===== src/rtl/eth_rx_frame_parser_pkg.sv =====
// Shared types for the Ethernet RX frame parser: pipe message format, message
// types, header sizes and the parser state encoding.
package eth_rx_frame_parser_pkg;

  typedef enum logic [1:0] {
    rx_none  = 2'd0,
    rx_start = 2'd1,
    rx_data  = 2'd2,
    rx_end   = 2'd3
  } rx_stype;

  localparam logic [7:0] dataPacketType   = 8'h01;
  localparam logic [3:0] ETH_MACHDR_BYTES = 4'd14;
  localparam logic [3:0] ETH_APPHDR_BYTES = 4'd4;

  typedef struct packed {
    logic [7:0]  pid;
    logic [7:0]  ptype;
    logic [15:0] seqnum;
  } eth_rx_hdr_type;

  typedef struct packed {
    eth_rx_hdr_type header;
    logic [31:0]    data;
  } eth_rx_msg_type;

  typedef struct packed {
    rx_stype        stype;
    eth_rx_msg_type msg;
  } eth_rx_pipe_data_type;

  typedef enum logic [2:0] {
    PS_IDLE,
    PS_MACHDR,
    PS_APPHDR,
    PS_PAYLOAD,
    PS_DROP
  } eth_rx_parse_state_type;

endpackage


===== src/rtl/eth_rx_frame_parser_if.sv =====
// MAC byte stream in, RX pipe message out. master = MAC/stimulus side,
// slave = parser side.
interface eth_rx_frame_parser_if;
  import eth_rx_frame_parser_pkg::*;

  logic [7:0]           rx_byte;
  logic                 rx_dv;
  logic                 rx_er;
  logic                 rx_fcs_err;
  eth_rx_pipe_data_type rx_pipe_out;

  modport master (
    output rx_byte, rx_dv, rx_er, rx_fcs_err,
    input  rx_pipe_out
  );

  modport slave (
    input  rx_byte, rx_dv, rx_er, rx_fcs_err,
    output rx_pipe_out
  );
endinterface


===== src/rtl/eth_rx_frame_parser_word_packer.sv =====
// Byte to 32-bit word packer, MSB first. word_o/word_valid_o are combinational
// on the 4th byte so the parser can register the completed word directly.
module eth_rx_word_packer (
  input  logic        clk,
  input  logic        reset,
  input  logic        clr_i,
  input  logic        byte_valid_i,
  input  logic [7:0]  byte_i,
  output logic [31:0] word_o,
  output logic [1:0]  phase_o,
  output logic        word_valid_o
);

  logic [23:0] wbuf_q;
  logic [1:0]  phase_q;

  always_ff @(posedge clk) begin
    if (reset || clr_i) begin
      wbuf_q  <= '0;
      phase_q <= '0;
    end else if (byte_valid_i) begin
      wbuf_q  <= {wbuf_q[15:0], byte_i};
      phase_q <= phase_q + 2'd1;
    end
  end

  assign word_o       = {wbuf_q, byte_i};
  assign phase_o      = phase_q;
  assign word_valid_o = byte_valid_i && (phase_q == 2'd3);

endmodule


===== src/rtl/eth_rx_frame_parser.sv =====
// Ethernet RX frame parser: strips MAC and app headers, emits rx_start / rx_data /
// rx_end messages. Define ETH_RX_ETYPE_FILTER_EN to drop frames whose ethertype != ETYPE.
module eth_rx_frame_parser
  import eth_rx_frame_parser_pkg::*;
#(
  parameter logic [15:0] ETYPE    = 16'h8888,
  parameter int unsigned MAXWORDS = 1024
) (
  input  logic                 clk,
  input  logic                 reset,
  eth_rx_frame_parser_if.slave rx_if,
  output logic [15:0]          frame_cnt,
  output logic [15:0]          drop_cnt
);

  localparam int unsigned   WCW  = $clog2(MAXWORDS + 1);
  localparam logic [WCW-1:0] MAXW = WCW'(MAXWORDS);

  eth_rx_parse_state_type state_q, state_d;
  eth_rx_pipe_data_type   out_q, out_d;
  logic [3:0]             bcnt_q, bcnt_d;
  logic [WCW-1:0]         wcnt_q, wcnt_d;
  logic                   err_q, err_d;
  logic                   ovf_q, ovf_d;
  logic [15:0]            frame_cnt_q, frame_cnt_d;
  logic [15:0]            drop_cnt_q, drop_cnt_d;
  logic                   dv_prev_q;
`ifdef ETH_RX_ETYPE_FILTER_EN
  logic [7:0]             etype_hi_q, etype_hi_d;
`endif

  logic        pk_clr, pk_valid, pk_word_valid;
  logic [31:0] pk_word;
  logic [1:0]  pk_phase;

  // dv_prev_q follows rx_dv even through reset, so a run already in progress
  // when reset releases is never mistaken for a rising edge.
  assign pk_clr   = (state_q == PS_IDLE) && rx_if.rx_dv && !dv_prev_q;
  assign pk_valid = (state_q == PS_PAYLOAD) && rx_if.rx_dv;

  eth_rx_word_packer u_packer (
    .clk          (clk),
    .reset        (reset),
    .clr_i        (pk_clr),
    .byte_valid_i (pk_valid),
    .byte_i       (rx_if.rx_byte),
    .word_o       (pk_word),
    .phase_o      (pk_phase),
    .word_valid_o (pk_word_valid)
  );

  always_comb begin
    state_d     = state_q;
    out_d       = out_q;
    out_d.stype = rx_none;
    bcnt_d      = bcnt_q;
    wcnt_d      = wcnt_q;
    err_d       = err_q;
    ovf_d       = ovf_q;
    frame_cnt_d = frame_cnt_q;
    drop_cnt_d  = drop_cnt_q;
`ifdef ETH_RX_ETYPE_FILTER_EN
    etype_hi_d  = etype_hi_q;
`endif
    case (state_q)
      PS_IDLE: begin
        if (pk_clr) begin
          bcnt_d  = 4'd1;
          state_d = rx_if.rx_er ? PS_DROP : PS_MACHDR;
        end
      end
      PS_MACHDR: begin
        if (!rx_if.rx_dv) begin
          state_d    = PS_IDLE;
          drop_cnt_d = drop_cnt_q + 16'd1;
        end else if (rx_if.rx_er) begin
          state_d = PS_DROP;
        end else begin
          bcnt_d = bcnt_q + 4'd1;
`ifdef ETH_RX_ETYPE_FILTER_EN
          if (bcnt_q == ETH_MACHDR_BYTES - 4'd2) etype_hi_d = rx_if.rx_byte;
`endif
          if (bcnt_q == ETH_MACHDR_BYTES - 4'd1) begin
            bcnt_d  = 4'd0;
            state_d = PS_APPHDR;
`ifdef ETH_RX_ETYPE_FILTER_EN
            if ({etype_hi_q, rx_if.rx_byte} != ETYPE) state_d = PS_DROP;
`endif
          end
        end
      end
      PS_APPHDR: begin
        if (!rx_if.rx_dv) begin
          state_d    = PS_IDLE;
          drop_cnt_d = drop_cnt_q + 16'd1;
        end else if (rx_if.rx_er) begin
          state_d = PS_DROP;
        end else begin
          bcnt_d = bcnt_q + 4'd1;
          case (bcnt_q[1:0])
            2'd0:    out_d.msg.header.pid          = rx_if.rx_byte;
            2'd1:    out_d.msg.header.ptype        = rx_if.rx_byte;
            2'd2:    out_d.msg.header.seqnum[15:8] = rx_if.rx_byte;
            default: out_d.msg.header.seqnum[7:0]  = rx_if.rx_byte;
          endcase
          if (bcnt_q == ETH_APPHDR_BYTES - 4'd1) begin
            out_d.stype    = rx_start;
            out_d.msg.data = '0;
            wcnt_d         = '0;
            err_d          = 1'b0;
            ovf_d          = 1'b0;
            state_d        = PS_PAYLOAD;
          end
        end
      end
      PS_PAYLOAD: begin
        if (rx_if.rx_dv) begin
          if (rx_if.rx_er) err_d = 1'b1;
          if (pk_word_valid) begin
            if (wcnt_q < MAXW) begin
              out_d.stype    = rx_data;
              out_d.msg.data = pk_word;
              wcnt_d         = wcnt_q + 1'b1;
            end else begin
              ovf_d = 1'b1;
            end
          end
        end else begin
          out_d.stype    = rx_end;
          out_d.msg.data = {31'd0, err_q | rx_if.rx_fcs_err | (pk_phase != 2'd0) | ovf_q};
          frame_cnt_d    = frame_cnt_q + 16'd1;
          state_d        = PS_IDLE;
        end
      end
      PS_DROP: begin
        if (!rx_if.rx_dv) begin
          state_d    = PS_IDLE;
          drop_cnt_d = drop_cnt_q + 16'd1;
        end
      end
      default: state_d = PS_IDLE;
    endcase
  end

  always_ff @(posedge clk) begin
    dv_prev_q <= rx_if.rx_dv;
    if (reset) begin
      state_q     <= PS_IDLE;
      out_q       <= '0;
      bcnt_q      <= '0;
      wcnt_q      <= '0;
      err_q       <= 1'b0;
      ovf_q       <= 1'b0;
      frame_cnt_q <= '0;
      drop_cnt_q  <= '0;
`ifdef ETH_RX_ETYPE_FILTER_EN
      etype_hi_q  <= '0;
`endif
    end else begin
      state_q     <= state_d;
      out_q       <= out_d;
      bcnt_q      <= bcnt_d;
      wcnt_q      <= wcnt_d;
      err_q       <= err_d;
      ovf_q       <= ovf_d;
      frame_cnt_q <= frame_cnt_d;
      drop_cnt_q  <= drop_cnt_d;
`ifdef ETH_RX_ETYPE_FILTER_EN
      etype_hi_q  <= etype_hi_d;
`endif
    end
  end

  assign rx_if.rx_pipe_out = out_q;
  assign frame_cnt         = frame_cnt_q;
  assign drop_cnt          = drop_cnt_q;

endmodule


===== src/flat_wrapper.sv =====
// flat-port wrapper written by rule: the top's interface ports become plain ports
module eth_rx_frame_parser_flat import eth_rx_frame_parser_pkg::*;
#(
  parameter logic [15:0] ETYPE    = 16'h8888,
  parameter int unsigned MAXWORDS = 1024
)
  (clk, reset, frame_cnt, drop_cnt, rx_if_rx_byte, rx_if_rx_dv, rx_if_rx_er, rx_if_rx_fcs_err, rx_if_rx_pipe_out);
  eth_rx_frame_parser_if rx_if_i ();
  input  logic clk;
  input  logic reset;
  output logic [15:0] frame_cnt;
  output logic [15:0] drop_cnt;
  input wire logic [$bits(rx_if_i.rx_byte)-1:0] rx_if_rx_byte;
  input wire logic [$bits(rx_if_i.rx_dv)-1:0] rx_if_rx_dv;
  input wire logic [$bits(rx_if_i.rx_er)-1:0] rx_if_rx_er;
  input wire logic [$bits(rx_if_i.rx_fcs_err)-1:0] rx_if_rx_fcs_err;
  output wire logic [$bits(rx_if_i.rx_pipe_out)-1:0] rx_if_rx_pipe_out;
  assign rx_if_i.rx_byte = rx_if_rx_byte;
  assign rx_if_i.rx_dv = rx_if_rx_dv;
  assign rx_if_i.rx_er = rx_if_rx_er;
  assign rx_if_i.rx_fcs_err = rx_if_rx_fcs_err;
  assign rx_if_rx_pipe_out = rx_if_i.rx_pipe_out;
  eth_rx_frame_parser #(.ETYPE(ETYPE), .MAXWORDS(MAXWORDS)) u_core (.clk(clk), .reset(reset), .rx_if(rx_if_i), .frame_cnt(frame_cnt), .drop_cnt(drop_cnt));
endmodule

===== config.mk =====
export PLATFORM = sky130hd
export DESIGN_NAME = eth_rx_frame_parser_flat
export DESIGN_NICKNAME = d
export VERILOG_FILES = /design/src/rtl/eth_rx_frame_parser_pkg.sv /design/src/rtl/eth_rx_frame_parser_if.sv /design/src/rtl/eth_rx_frame_parser_word_packer.sv /design/src/rtl/eth_rx_frame_parser.sv /design/src/flat_wrapper.sv
export SDC_FILE = /design/constraint.sdc
export NUM_CORES = 1
export LEC_CHECK = 0
export ABC_AREA = 0
export CORE_MARGIN = 2
export CORE_UTILIZATION = 56
export CTS_CLUSTER_DIAMETER = 150
export DETAILED_ROUTE_END_ITERATION = 16
export PLACE_DENSITY_LB_ADDON = 0.2
export SYNTH_ARGS = -nofsm -noshare
export SYNTH_HDL_FRONTEND = slang
export SYNTH_SLANG_ARGS = --single-unit

===== constraint.sdc =====
create_clock -name clk -period 6.28 [get_ports clk]
set_clock_uncertainty 0.2 [all_clocks]
set_input_delay 0.628 -clock clk [delete_from_list [all_inputs] [get_ports clk]]
set_output_delay 0.628 -clock clk [all_outputs]
set_load 0.01 [all_outputs]

Yosys cells after proc, flatten, opt, wreduce, memory -nomap -nowiden
Index checks and enable logic that the tools add are counted.
{"block": "op_classes", "order_cmp": 1, "n_addsub": 5, "bitwise": 6, "eq_ne": 25, "n_mux": 50, "reduce_logical": 26}
{"operator": "$mux 66", "count": 2}
{"operator": "$mux 32", "count": 4}
{"operator": "$mux 11", "count": 6}
{"operator": "$pmux 32 s2", "count": 1}
{"operator": "$add 16x1->16 const B", "count": 2}
{"operator": "$mux 8", "count": 4}
{"operator": "$mux 3", "count": 9}
{"operator": "$mux 4", "count": 6}
{"operator": "$pmux 11 s2", "count": 1}
{"operator": "$ne 2x2->1 const B", "count": 10}
{"operator": "$reduce_and 4->1", "count": 5}
{"operator": "$reduce_and 6->1", "count": 3}
{"operator": "$reduce_and 7->1", "count": 2}
{"operator": "$pmux 3 s4", "count": 1}
{"operator": "$pmux 4 s3", "count": 1}
{"operator": "$add 11x1->11 const B", "count": 1}
{"operator": "$lt 11x11->1 const B", "count": 1}
{"operator": "$mux 1", "count": 9}
{"operator": "$ne 4x3->1 const B", "count": 2}
{"operator": "$eq 3x2->1 const B", "count": 2}
{"operator": "$mux 2", "count": 3}
{"operator": "$reduce_or 3->1", "count": 2}
{"operator": "$add 4x1->4 const B", "count": 1}
{"operator": "$eq 2x2->1 const B", "count": 2}
{"operator": "other kinds (22)", "count": 33}
{"block": "totals", "out_inout_bits": 98, "register_bits": 145, "input_bits": 13, "word_cells": 129}

Depth between registers and ports, before layout
{"block": "logic_depth", "ltp_word": 6, "depth_mapped": 7, "mapped_depth_nobuf": 6}

By module
A second synthesis with hierarchy kept.
{"block": "hier_totals", "cells_unflattened": 695, "area_unflattened_um2": 6483.7}
{"module": "eth_rx_frame_parser", "cells_per_inst": 600, "area_each_um2": 5444.0, "seq_area_each_um2": 2382.3, "instances": 1}
{"module": "eth_rx_word_packer", "cells_per_inst": 95, "area_each_um2": 1039.7, "seq_area_each_um2": 520.5, "instances": 1}

Worst setup path before layout
No wires, ideal clock.
{"block": "synth_timing", "kind": "in2reg", "from": "in rx_if_rx_dv", "to": "reg u_core.out_q, in the netlist u_core.rx_if.rx_pipe_out[47]", "setup_time_ns": 0.128, "t_required_ns": 5.952, "n_path_buf": 3, "path_slack_ns": 3.891, "arrival_ns": 2.061, "cell_stages": 7, "path_cell_list": "clkbuf_1 -> buf_2 -> nor4bb_1 -> buf_2 -> nand3_1 -> mux2i_1 -> nor2_1"}
{"block": "synth_via", "elab_chain_cells": 1}
{"element": "start: declaration", "line": "flat_wrapper.sv:14", "text": "input wire logic [$bits(rx_if_i.rx_dv)-1:0] rx_if_rx_dv;"}
{"element": "$reduce_and 4->1 (no source line)"}
{"element": "end signal: assignment", "line": "eth_rx_frame_parser.sv:161", "text": "out_q <= out_d;"}
{"element": "end: declaration", "line": "eth_rx_frame_parser.sv:20", "text": "eth_rx_pipe_data_type out_q, out_d;"}
Every way passes these cells.
A chain may end at the register's enable or synchronous reset.

Final worst setup path
{"block": "layout_timing", "from": "in rx_if_rx_dv", "to": "reg u_core.out_q, in the netlist u_core.rx_if.rx_pipe_out[13]"}
{"block": "layout_via", "elab_chain_cells": 4, "elab_cells_between_ends": 8, "classes_between": "3 x eq/ne; 2 x mux; 3 x reduce/logical"}
{"element": "$logic_and 1x1->1", "line": "eth_rx_frame_parser.sv:39", "text": "assign pk_valid = (state_q == PS_PAYLOAD) && rx_if.rx_dv;"}
{"element": "$logic_and 1x1->1", "line": "eth_rx_frame_parser_word_packer.sv:29", "text": "assign word_valid_o = byte_valid_i && (phase_q == 2'd3);"}
{"element": "$ne 3x2->1 (no source line)"}
{"element": "$reduce_and 6->1 (no source line)"}
Several ways; a longest one is shown, not always the timed one.

==> results_dict.tcl <==
set metrics [dict create \
    dieArea_um2 11700 \
    cap_viol_max_count 0 \
    end_kind "flop" \
    synth_top_area_share 0.477 \
    r2r-end "u_core.rx_if.rx_pipe_out[13]" \
    whs_endpoint "u_core.u_packer.wbuf_q[22]" \
    port_buffers 110 \
    cpMaxStageDelayCell "and4b_1" \
    cts-htree-levels 4 \
    fin_util 0.727 \
    p_per_area_nw_per_um2 262 \
    hp-class "flop to flop" \
    cts_setup_buffers 0 \
    clk_path_buf_depth 2 \
    seq_area_frac_synth 0.477 \
    cts_hold_buf 0 \
    final_hold_viol_count 0 \
    grt_pass1_vias 5248 \
    wirelength_mm 14.9 \
    intPower_w 0.00160 \
    worstHoldStart "u_core.u_packer.wbuf_q[22]" \
    cts_tree "built" \
    synth_top_area_cell "dfxtp_1" \
    grt_usage 0.266 \
    yosysMostFrequentCell "dfxtp_1" \
    path_max_fanout 33 \
    dr.pass1.iters 5 \
    yosysUniqueCellTypes 59 \
    drt_iter0_markers 312 \
    min_delay_path_depth 2 \
    synth-edff-count 0 \
    power_frac_comb 0.039 \
    pwr-share-clk 0.503 \
    syn_inst 709 \
    netSwitchingFraction 0.216 \
    cp.arrival_ns 3.78 \
    p_leak_nw 2.79 \
    dp_hpwl_mm 9.65 \
    synth_area_leaders "dfxtp_1, a21oi_1, nand2_1, mux2i_1, o21ai_0" \
    cts.sinks 145 \
    ys_top_cells_by_count "dfxtp_1, nand2_1, a21oi_1" \
    max-vdd-ir-drop_mv 0.186 \
    post_drt_wl_per_cell_um 15.7 \
    fillers 865 \
    setup_tns_ns 0 \
    finalWeightedCongestion 0.835 \
    syn_avg_cell_area_um2 8.59 \
    ant_nets 0 \
    max_freq_ghz 0.283 \
    vias_per_cell 5.93 \
    finalCritPeriodShare 0.563 \
    worst_setup_path_start_kind "input port" \
    synth_area_um2 6090 \
    die_h_um 108 \
    grt_first_pass_wirelength_mm 24.9 \
    ys_seq_elements 145 \
    clk_pin_slew_ns 0.06 \
    antenna_found_initial 0 \
    core_area_um2 10700 \
    syn_to_final_growth_pct 28.3 \
    rsz0062_at_grt "false" \
    cts_buffers 17 \
    tightest_slew_ns 1.02 \
    start_util 0.567 \
    regToRegSetupSlack_ns 2.95 \
    worst_r2r_path_depth 4 \
    async_flop_share 0 \
    ys_warn_count 0 \
    crit_chain "clkdlybuf4s50_1 -> and4b_1 -> and2_1 -> o21ai_0 -> a21oi_1" \
    drc 0 \
    setup_viol 0 \
    pwr-share-seq 0.458 \
    clockRootBuffer "clkbuf_8" \
    grt_max_degree 66 \
    nets 820 \
    critPathKind "input port to flop" \
    post-place-ws_ns 2.23 \
    required_ns 6.53 \
    grt_overflow 0 \
    final_layout_size_suffix_gt1_frac 0.0507 \
    critical_path_buf_inv_count 1 \
    critPathMaxStageDelay_ns 0.94 \
    outcome "finished clean" \
    insertion_delay_ns 0.53 \
    synth_fp_nets 732 \
    relSlewSlack 0.323 \
    period_needed_ns 3.53 \
    num_antenna_cells 0 \
    synth_ff_type "dfxtp_1" \
    slew_viol_final 0 \
    r2r_start "u_core.state_q[0]" \
    p_switching_w 0.000442 \
    fin_ws_ns 2.75 \
    vias 5617 \
    rows 38 \
    crit_family "simple AND/OR/NAND/NOR gates" \
    io_pins 111 \
    fp.dieW_um 108 \
    cts_resized 0 \
]
-- placed cells by master, fill, tap and decap left out, types with 4 or more instances in the layout --
master           synthesis  final
bufinv_16                0      4
a21oi_1                 88     88
o21ai_0                 53     53
o21a_1                   4      4
clkbuf_16                0     16
nand2b_1                 6      6
inv_1                   11     11
nor4bb_1                 5      5
nor3b_1                  6      6
nand4_1                 14     14
nor2_1                  51     50
nand3_1                 19     19
or3_1                   17     17
or4_1                   10     10
a31oi_1                  5      5
o31ai_1                  6      6
and4_1                   4      4
xor2_1                   7      7
xnor2_1                  4      4
nor4_1                   7      7
mux2i_1                 33     33
nor3_1                   6      6
dfxtp_1                145    145
nand2_1                102    102
buf_4                    0      5
ha_1                    10     10
clkdlybuf4s50_1          0    109
nor2b_1                  5      5
-- power by group through the flow --
stage	Clock [W]	Combinational [W]	Sequential (W)
after CTS	0.00104	0.0000785	0.000937
after global routing	0.00108	0.0000869	0.000938
after floorplan	0	0.0000572	0.000949
final	0.00103	0.0000790	0.000937
after global placement	0	0.0000744	0.000956
after detailed placement	0	0.0000773	0.000957
-- routing by layer --
metal  GRT usage  vias up  wire [um]
met1       0.329     2709       6430
met4      0.0897        0        220
met5           0        -          0
li1            -     2705          -
met3      0.0723       21        832
met2       0.451      182       7440
-- final cells by class --
cell class,instances,area [um2],area share
multi-input cells,507,2970,0.380
flip-flops and latches,145,2900,0.371
repair buffers,114,1130,0.144
clock buffers,20,435,0.0557
well taps,140,175,0.0224
clock inverters,10,161,0.0206
inverters,12,45.0,0.00576
-- stage by stage --
step,total power [W],instances,hold WS [ns],instance area (um2)
after floorplan,0.00101,709,0.232,6090
after global placement,0.00103,918,0.239,7220
after detailed placement,0.00103,918,0.245,7220
after CTS,0.00205,948,0.259,7820
after global routing,0.00211,948,0.275,7820
final,0.00204,948,0.256,7820
-- flip-flops by register name, summed over array words and instances (netlist names), 2 cells and up --
signal and flops:
u_core.bcnt_q 4, u_core.drop_cnt 16, u_core.frame_cnt 16, u_core.rx_if.rx_pipe_out 66, u_core.state_q 3, u_core.u_packer.phase_o 2
u_core.u_packer.wbuf_q 24, u_core.wcnt_q 11
-- tightest hold or removal path, delay by kind of cell (launching register included) --
kind	cells	cell delay, ns
AO/OA/AOI/OAI	1	0.05
flip-flops	1	0.31
AND/OR/NAND/NOR	1	0.05
-- worst max-delay path by stage --
stage                      from                      endpoint  slack, ns  cells past startpoint
global route        rx_if_rx_dv  u_core.rx_if.rx_pipe_out[13]       2.46                      5
finish              rx_if_rx_dv  u_core.rx_if.rx_pipe_out[13]       2.75                      5
global placement    rx_if_rx_dv   u_core.rx_if.rx_pipe_out[0]       2.44                      5
detailed placement  rx_if_rx_dv  u_core.rx_if.rx_pipe_out[13]       2.23                      5
CTS                 rx_if_rx_dv  u_core.rx_if.rx_pipe_out[13]       2.75                      5
floorplan           rx_if_rx_dv  u_core.rx_if.rx_pipe_out[47]       3.89                      7
-- logic make-up (layout without fill, tap and decap cells) --
family,Yosys count,in the layout,share of synthesized area
compound gates,182,182,0.171
xor+xnor,11,11,0.0158
fa+ha+maj,10,10,0.0205
buf+inv,57,156,0.0372
flops,145,145,0.477
mux,34,34,0.0561
simple gates,270,270,0.223
(Power assumes the default switching activity.)
